===== src/rtl/vga_capture.sv =====
// Receive side of the VGA link. It recovers the raster position from the sync edges,
// checks line and frame lengths against the expected timing, and writes visible pixels once locked.
module vga_capture #(
   parameter int H_TOTAL     = 800,
   parameter int V_TOTAL     = 525,
   parameter int H_START     = 144,
   parameter int V_START     = 35,
   parameter int H_ACTIVE    = 640,
   parameter int V_ACTIVE    = 480,
   parameter int LOCK_FRAMES = 2
) (
   input  logic       clk,
   input  logic       rst,
   input  logic       pix_en,
   input  logic [2:0] pixel_in,
   input  logic       hsync_in,
   input  logic       vsync_in,
   output logic       wr_en,
   output logic [9:0] wr_x,
   output logic [8:0] wr_y,
   output logic [2:0] wr_data,
   output logic       frame_start,
   output logic [9:0] h_total,
   output logic [9:0] v_total,
   output logic       locked
);

   localparam logic [9:0] H_TOTAL_C = 10'(H_TOTAL);
   localparam logic [9:0] V_TOTAL_C = 10'(V_TOTAL);
   localparam logic [9:0] H_START_C = 10'(H_START);
   localparam logic [9:0] V_START_C = 10'(V_START);
   localparam logic [9:0] H_END_C   = 10'(H_START + H_ACTIVE);
   localparam logic [9:0] V_END_C   = 10'(V_START + V_ACTIVE);
   localparam logic [9:0] CNT_MAX   = 10'h3ff;
   localparam logic [7:0] LOCK_C    = 8'(LOCK_FRAMES);

   typedef enum logic [1:0] {SEARCH, CHECK, LOCKED} state_t;

   // sample stage
   logic       s1_valid_q, s1_valid_d;
   logic [2:0] s1_pix_q, s1_pix_d;
   logic       hs_q, hs_d, hs_prev_q, hs_prev_d;
   logic       vs_q, vs_d, vs_prev_q, vs_prev_d;

   // position / measurement stage
   logic       s2_valid_q, s2_valid_d;
   logic [2:0] s2_pix_q, s2_pix_d;
   logic       s2_frame_q, s2_frame_d;
   logic [9:0] hcnt_q, hcnt_d, vcnt_q, vcnt_d;
   logic       vpend_q, vpend_d;
   logic [9:0] h_total_q, h_total_d, v_total_q, v_total_d;
   state_t     state_q, state_d;
   logic [7:0] good_q, good_d;
   logic       line_ok_q, line_ok_d;

   // write stage
   logic       wr_en_q, wr_en_d;
   logic [9:0] wr_x_q, wr_x_d;
   logic [8:0] wr_y_q, wr_y_d;
   logic [2:0] wr_data_q, wr_data_d;
   logic       frame_start_q, frame_start_d;

   logic       line_edge, vs_fall, frame_edge, sat;
   logic       line_bad, frame_bad, frame_good;
   logic [9:0] line_len, frame_len;
   logic [7:0] good_inc;
   logic       h_vis, v_vis;

   always_comb begin
      s1_valid_d = pix_en;
      s1_pix_d   = s1_pix_q;
      hs_d       = hs_q;
      hs_prev_d  = hs_prev_q;
      vs_d       = vs_q;
      vs_prev_d  = vs_prev_q;
      if (pix_en) begin
         s1_pix_d  = pixel_in;
         hs_d      = hsync_in;
         hs_prev_d = hs_q;
         vs_d      = vsync_in;
         vs_prev_d = vs_q;
      end
   end

   assign line_edge  = s1_valid_q & hs_prev_q & ~hs_q;
   assign vs_fall    = s1_valid_q & vs_prev_q & ~vs_q;
   assign frame_edge = line_edge & (vpend_q | vs_fall);
   assign line_len   = hcnt_q + 10'd1;
   assign frame_len  = vcnt_q + 10'd1;

   always_comb begin
      hcnt_d     = hcnt_q;
      vcnt_d     = vcnt_q;
      vpend_d    = vpend_q;
      h_total_d  = h_total_q;
      v_total_d  = v_total_q;
      s2_valid_d = s1_valid_q;
      s2_pix_d   = s1_pix_q;
      s2_frame_d = frame_edge;
      if (s1_valid_q) begin
         if (line_edge) begin
            h_total_d = line_len;
            hcnt_d    = 10'd0;
         end else if (hcnt_q != CNT_MAX) begin
            hcnt_d = hcnt_q + 10'd1;
         end
         if (frame_edge) begin
            v_total_d = frame_len;
            vcnt_d    = 10'd0;
            vpend_d   = 1'b0;
         end else begin
            if (vs_fall) vpend_d = 1'b1;
            if (line_edge && vcnt_q != CNT_MAX) vcnt_d = vcnt_q + 10'd1;
         end
      end
   end

   // A counter reaching its ceiling means the syncs have gone missing.
   assign sat        = s1_valid_q & ((hcnt_d == CNT_MAX) | (vcnt_d == CNT_MAX));
   assign line_bad   = line_edge & (line_len != H_TOTAL_C);
   assign frame_bad  = (frame_len != V_TOTAL_C);
   assign frame_good = line_ok_q & ~line_bad & ~frame_bad;
   assign good_inc   = good_q + 8'd1;

   always_comb begin
      state_d   = state_q;
      good_d    = good_q;
      line_ok_d = line_ok_q;
      case (state_q)
         SEARCH: begin
            if (frame_edge) begin
               good_d    = 8'd0;
               line_ok_d = 1'b1;
               state_d   = CHECK;
            end
         end
         CHECK: begin
            if (frame_edge) begin
               line_ok_d = 1'b1;
               if (frame_good) begin
                  good_d = good_inc;
                  if (good_inc >= LOCK_C) state_d = LOCKED;
               end else begin
                  good_d = 8'd0;
               end
            end else if (line_bad) begin
               line_ok_d = 1'b0;
            end
         end
         LOCKED: begin
            if (line_bad || (frame_edge && frame_bad) || sat) state_d = SEARCH;
         end
         default: state_d = SEARCH;
      endcase
   end

   // state_q already reflects this sample's decision, so an unlock suppresses its own write.
   assign h_vis = (hcnt_q >= H_START_C) && (hcnt_q < H_END_C);
   assign v_vis = (vcnt_q >= V_START_C) && (vcnt_q < V_END_C);

   always_comb begin
      wr_en_d       = s2_valid_q & (state_q == LOCKED) & h_vis & v_vis;
      wr_x_d        = wr_x_q;
      wr_y_d        = wr_y_q;
      wr_data_d     = wr_data_q;
      frame_start_d = s2_valid_q & s2_frame_q;
      if (wr_en_d) begin
         wr_x_d    = hcnt_q - H_START_C;
         wr_y_d    = 9'(vcnt_q - V_START_C);
         wr_data_d = s2_pix_q;
      end
   end

   always_ff @(posedge clk or negedge rst) begin
      if (!rst) begin
         s1_valid_q    <= 1'b0;
         s1_pix_q      <= 3'd0;
         hs_q          <= 1'b1;
         hs_prev_q     <= 1'b1;
         vs_q          <= 1'b1;
         vs_prev_q     <= 1'b1;
         s2_valid_q    <= 1'b0;
         s2_pix_q      <= 3'd0;
         s2_frame_q    <= 1'b0;
         hcnt_q        <= 10'd0;
         vcnt_q        <= 10'd0;
         vpend_q       <= 1'b0;
         h_total_q     <= 10'd0;
         v_total_q     <= 10'd0;
         state_q       <= SEARCH;
         good_q        <= 8'd0;
         line_ok_q     <= 1'b0;
         wr_en_q       <= 1'b0;
         wr_x_q        <= 10'd0;
         wr_y_q        <= 9'd0;
         wr_data_q     <= 3'd0;
         frame_start_q <= 1'b0;
      end else begin
         s1_valid_q    <= s1_valid_d;
         s1_pix_q      <= s1_pix_d;
         hs_q          <= hs_d;
         hs_prev_q     <= hs_prev_d;
         vs_q          <= vs_d;
         vs_prev_q     <= vs_prev_d;
         s2_valid_q    <= s2_valid_d;
         s2_pix_q      <= s2_pix_d;
         s2_frame_q    <= s2_frame_d;
         hcnt_q        <= hcnt_d;
         vcnt_q        <= vcnt_d;
         vpend_q       <= vpend_d;
         h_total_q     <= h_total_d;
         v_total_q     <= v_total_d;
         state_q       <= state_d;
         good_q        <= good_d;
         line_ok_q     <= line_ok_d;
         wr_en_q       <= wr_en_d;
         wr_x_q        <= wr_x_d;
         wr_y_q        <= wr_y_d;
         wr_data_q     <= wr_data_d;
         frame_start_q <= frame_start_d;
      end
   end

   assign wr_en       = wr_en_q;
   assign wr_x        = wr_x_q;
   assign wr_y        = wr_y_q;
   assign wr_data     = wr_data_q;
   assign frame_start = frame_start_q;
   assign h_total     = h_total_q;
   assign v_total     = v_total_q;
   assign locked      = (state_q == LOCKED);

endmodule


===== config.mk =====
export PLATFORM = sky130hd
export DESIGN_NAME = vga_capture
export DESIGN_NICKNAME = d
export VERILOG_FILES = /design/src/rtl/vga_capture.sv
export SDC_FILE = /design/constraint.sdc
export NUM_CORES = 1
export LEC_CHECK = 0
export ABC_CLOCK_PERIOD_IN_PS = 3430
export BUFFER_PORTS_ARGS = -buffer_cell sky130_fd_sc_hd__clkbuf_2
export CAP_MARGIN = 20
export CORE_ASPECT_RATIO = 0.7
export CORE_MARGIN = 2
export CORE_UTILIZATION = 35
export DETAILED_ROUTE_END_ITERATION = 8
export PLACE_DENSITY_LB_ADDON = 0.3
export SYNTH_ARGS = -nofsm -noshare
export SYNTH_HDL_FRONTEND = slang
export SYNTH_SLANG_ARGS = --single-unit

===== constraint.sdc =====
create_clock -name clk -period 3.43 [get_ports clk]
set_input_delay 0.5145 -clock clk [delete_from_list [all_inputs] [get_ports clk]]
set_output_delay 0.5145 -clock clk [all_outputs]
set_load 0.03 [all_outputs]

Word level (Yosys, flattened, before mapping)
Index checks and enable logic that the tools add are counted.
{"block": "op_classes", "n_addsub": 5, "n_bitwise": 19, "n_lt_le_gt_ge": 5, "eq_ne": 14, "n_reduce_logical": 15, "mux": 22}
{"op": "$mux 10", "count": 6}
{"op": "$ne 10x10->1 const B", "count": 4}
{"op": "$mux 8", "count": 3}
{"op": "$add 10x1->10 const B", "count": 2}
{"op": "$eq 10x10->1 const B", "count": 2}
{"op": "$lt 10x10->1 const B", "count": 2}
{"op": "$pmux 8 s2", "count": 1}
{"op": "$and 1x1->1", "count": 13}
{"op": "$ge 10x6->1 const B", "count": 1}
{"op": "$ge 10x8->1 const B", "count": 1}
{"op": "$mux 2", "count": 5}
{"op": "$sub 10x8->10 const B", "count": 1}
{"op": "$sub 9x6->9 const B", "count": 1}
{"op": "$add 8x1->8 const B", "count": 1}
{"op": "$ge 8x2->1 const B", "count": 1}
{"op": "$ne 2x2->1 const B", "count": 4}
{"op": "$pmux 2 s3", "count": 1}
{"op": "$reduce_and 2->1", "count": 3}
{"op": "$reduce_and 3->1", "count": 2}
{"op": "$mux 1", "count": 5}
{"op": "$reduce_and 5->1", "count": 1}
{"op": "$logic_and 1x1->1", "count": 4}
{"op": "$not 1->1", "count": 4}
{"op": "$reduce_bool 2->1", "count": 2}
{"op": "8 further kinds", "count": 10}
{"block": "word_totals", "out_inout_bits": 45, "elab_cells": 102, "input_bits": 8, "ff_bits": 89}

Logic depth before layout (Yosys ltp)
{"block": "depth", "ltp_word": 12, "depth_mapped": 11, "mapped_depth_nobuf": 9}

Worst setup path after synthesis
OpenSTA, ideal clock, no wires.
{"block": "synth_path", "path_type": "reg2reg", "startpoint": "register hcnt_q[0]", "endpoint": "register good_q[5]", "setup_time_ns": 0.079, "slack_ns": 1.070, "arrival_ns": 2.280, "t_required_ns": 3.351, "stages_incl_launch_ff": 11, "cell_sequence": "dfrtp_1 ha_1 clkbuf_1 and4_1 xnor2_1 nand4_1 a2111o_1 nor3_2 buf_4 nand3_1 mux2i_1"}
{"block": "synth_between", "elab_chain_cells": 9}
{"element": "start, declared", "line": "49", "rtl": "logic [9:0] hcnt_q, hcnt_d, vcnt_q, vcnt_d;"}
{"element": "start signal, assigned", "line": "208", "rtl": "hcnt_q <= hcnt_d;"}
{"element": "$add 10x1->10", "line": "88", "rtl": "assign line_len = hcnt_q + 10'd1;"}
{"element": "$ne 10x10->1", "line": "120", "rtl": "assign line_bad = line_edge & (line_len != H_TOTAL_C);"}
{"element": "$and 1x1->1", "line": "120"}
{"element": "$not 1->1", "line": "122", "rtl": "assign frame_good = line_ok_q & ~line_bad & ~frame_bad;"}
{"element": "$and 1x1->1 (2 in series)", "line": "122"}
{"element": "$mux 8", "line": "140", "rtl": "if (frame_good) begin"}
{"element": "$mux 8", "line": "138", "rtl": "if (frame_edge) begin"}
{"element": "$pmux 8 s2", "line": "129", "rtl": "case (state_q)"}
{"element": "end signal, assigned", "line": "214", "rtl": "good_q <= good_d;"}
{"element": "end, declared", "line": "53", "rtl": "logic [7:0] good_q, good_d;"}
No other way between the ends. The select of a mux whose other input is x is not followed.
A chain may end at the register's enable or synchronous reset.

Worst setup path in the final report
{"block": "layout_path", "startpoint": "register vcnt_q[0]", "endpoint": "register state_q[1]"}
{"block": "layout_between", "elab_chain_cells": 11, "word_cells_on_any_way": 18}
{"element": "start, declared", "line": "49"}
{"element": "start signal, assigned", "line": "209", "rtl": "vcnt_q <= vcnt_d;"}
{"element": "branches (longest 2 deep; another with $add 10x1->10)"}
{"element": "$mux 10 *", "line": "113", "rtl": "if (line_edge && vcnt_q != CNT_MAX) vcnt_d = vcnt_q + 10'd1;"}
{"element": "$mux 10 *", "line": "107", "rtl": "if (frame_edge) begin"}
{"element": "$mux 10 *", "line": "100", "rtl": "if (s1_valid_q) begin"}
{"element": "named net vcnt_d[3]", "line": "49"}
{"element": "$eq 10x10->1 *", "line": "119", "rtl": "assign sat = s1_valid_q & ((hcnt_d == CNT_MAX) | (vcnt_d == CNT_MAX));"}
{"element": "$or 1x1->1 *", "line": "119"}
{"element": "$and 1x1->1 *", "line": "119"}
{"element": "$logic_or 1x1->1 *", "line": "151", "rtl": "if (line_bad || (frame_edge && frame_bad) || sat) state_d = SEARCH;"}
{"element": "$ne 2x1->1 (no source line) *"}
{"element": "$reduce_and 5->1 (no source line) *"}
{"element": "end signal, assigned", "line": "213", "rtl": "state_q <= state_d;"}
{"element": "end, declared", "line": "52", "rtl": "state_t state_q, state_d;"}
Mark *: on every way through the listed nets, which the timed path passes.

==> metrics.txt <==
r2r setup slk=about 0.47 ns; Slowest cell on crit path=or4b_1; proportion of layout cells with a drive suffix above 1=roughly a fifth; hold slack=~0.24 ns; post-synth top area share=a little under half; register area=around 2200 um^2; number of synthesized flops with an enable pin=0; Placeable Area=approximately 13000 um^2; Die Y=~100 um; Main synth FF type=dfrtp_1; die width=approximately 140 um; P&R area growth vs syn=13.8%; Setup Buffers After CTS=0; Total Wirelength=about 12 mm; Synth Register Bits=just under 90; post-synth net total=just over 500; max cap viols=0; Die Area=around 14000 um^2; critical-path cell list=ha_1 -> and4_1 -> a41oi_1 -> a311oi_1 -> nand3_1 -> or4b_1 -> nand4_1 -> o21ai_1; Ys Warns=0; register area share after synthesis=between 40% and 50%; GR Overflow Total=0; status=finished clean; Filler Cell Count=between 1000 and 1500; Max VDD drop=roughly 260 uV; dpl hpwl=8.04 mm; max frequency=between 300 and 400 MHz; R2R depth=8; pwr/cell area=between 500 and 600 nW/um^2; Final Cell Area=about 5300 um^2; Cells after Synth=500; Post-Synth XOR/XNOR Area=roughly 5.8%; Worst-Skew Late Latency=around 0.35 ns; DRC viols=0; adder-cell share of the synthesized area=under 10%; multi-input logic area=around 2200 um^2; antenna violations before repair=0; largest family of logic cells by synthesized area=simple AND/OR/NAND/NOR gates; Crit path max-delay family=simple AND/OR/NAND/NOR gates; critical path fanouts, max=12; clock sink total=slightly below 90; Final Slew Violations=0; simple-gate portion of the synthesized area=20.4%; required time of the critical path=approximately 3.7 ns; Worst path max stage delay=between 0.5 and 0.6 ns; largest net degree at the start of global routing=62; worst min path class=in -> async; post-cts resize count=0; total CTS buffers=9; Via-to-Cell Ratio=about 5.3; P_leak=roughly 2.4 nW; antenna violation net count after detailed routing=0; Worst-Margin Slew=about 0.77 ns; DP Area=5040 um^2; TritonCTS clock tree=done; Starting Density=between 30% and 40%; ys async rst share=100%; RSZ-0062 raised after global routing=no; PnR Total Power=3.14 mW; final cell count without fillers=~700; leading area contributor after synthesis=dfrtp_1; synth top area cells=dfrtp_1, nand2_1, xnor2_1; clk_skew=0.00858 ns; Arr. time, crit path=approximately 3.2 ns; hold_buf cts=0; compound-gate portion of the synthesized area=15.0%; GRT Total Usage=~17%; post-synthesis mux area share=3.53%; Final period util=a little under nine tenths; post-synth cell types=64; IO Pins=53; count leader, synth=dfrtp_1; Nets=around 550; DR WL/cell=approximately 16 um; Tmin final=a little under 3 ns; Slew headroom=around half; clk buf depth=2; diodes inserted=0; vias in the first global route=between 3000 and 4000; Avg Synthesized Cell Area=around 9.4 um^2; num rows=35; Synth top cells by count=dfrtp_1, nand2_1, o21ai_0, xnor2_1, nor2_1; Crit. End Element=register; crit path launch type=register; placed instance count=686; Post-Syn Area=~4700 um^2; H-tree levels=3; DRT Pass-1 Iters=4; CTS root buf=clkbuf_16; Vias=~3800; DRT iter0 DRCs=272; global-route wire length before repair=about 19 mm; Clock transition at path regs=roughly 0.070 ns; hold violation count in the final report=0; GP Congestion=approximately 0.87; Worst Path Buf+Inv=0; CP Depth=8; Finish-stage setup viols=0; critical path class=reg -> reg; IO buf count=52; setup TNS=0 ns
-- logic make-up after synthesis --
family          Yosys count
mux                      15
fa+ha+maj                 9
xor+xnor                 31
flops                    89
compound gates          111
simple gates            187
buf+inv                  58
-- report_power, final --
part           total [mW]  internal [mW]  switching, mW
logic               0.775          0.270          0.505
clock network       0.963          0.520          0.442
registers            1.40           1.19          0.212
-- metal layers --
| layer | vias to the layer above | wire length (um) | GRT usage, % |
|---|---|---|---|
| met3 | 14 | 528 | 3.80 |
| met5 | - | 0 | 0 |
| met4 | 0 | 138 | 4.31 |
| met2 | 87 | 4880 | 24.0 |
| met1 | 1826 | 6020 | 25.5 |
| li1 | 1824 | - | - |
-- per-stage QoR --
stage / worst slack [ns] / util, %
global placement: 0.416 / 38.5
global route: 0.297 / 40.7
floorplan: 1.07 / -
finish: 0.469 / 40.7
detailed placement: 0.496 / 38.5
CTS: 0.486 / 40.7
-- sequential cells by signal, indices dropped and copies added (netlist names), 2 cells and up --
register  cells
s1_pix_q      3
s2_pix_q      3
wr_x         10
wr_y          9
good_q        8
vcnt_q       10
wr_data       3
h_total      10
state_q       2
hcnt_q       10
v_total      10
-- layout make-up --
cell class / count / share of cell area (%)
sequential: 89 / 41.9
multi-input combinational: 353 / 41.5
timing repair buffer: 60 / 6.06
clock buffer: 10 / 4.49
tap: 166 / 3.90
inverter: 18 / 1.27
clock inverter: 6 / 0.916
-- path summary, 6_finish.rpt --
path / end / from
min in group clk: s2_pix_q[1] / s1_pix_q[1]
worst max-delay path: state_q[1] / vcnt_q[0]
worst min-delay path: wr_data[1] / rst
max in group asynchronous: wr_x[5] / rst
worst max register to register: state_q[1] / vcnt_q[0]
worst min register to register: s2_pix_q[1] / s1_pix_q[1]
-- cell usage in the layout, fill, tap and decap left out, types with 4 or more instances in the layout --
cell type	netlist	final
a211oi_1	5	5
a21oi_1	13	13
a311oi_1	5	5
a31oi_1	9	9
a41oi_1	4	4
and3_1	8	8
buf_4	1	9
clkbuf_16	0	9
clkbuf_2	0	51
dfrtp_1	85	85
dfstp_2	4	4
ha_1	9	9
inv_1	17	17
mux2_1	5	5
mux2_2	7	7
nand2_1	67	67
nand2b_1	4	4
nand3_1	22	22
nand4_1	12	12
nor2_1	25	25
nor2b_1	5	5
nor3_1	8	8
nor4_1	8	8
o21ai_0	27	27
o21ai_1	22	22
o31ai_1	4	4
xnor2_1	26	26
xor2_1	5	5
No activity file was read; power rests on OpenSTA's default activity.
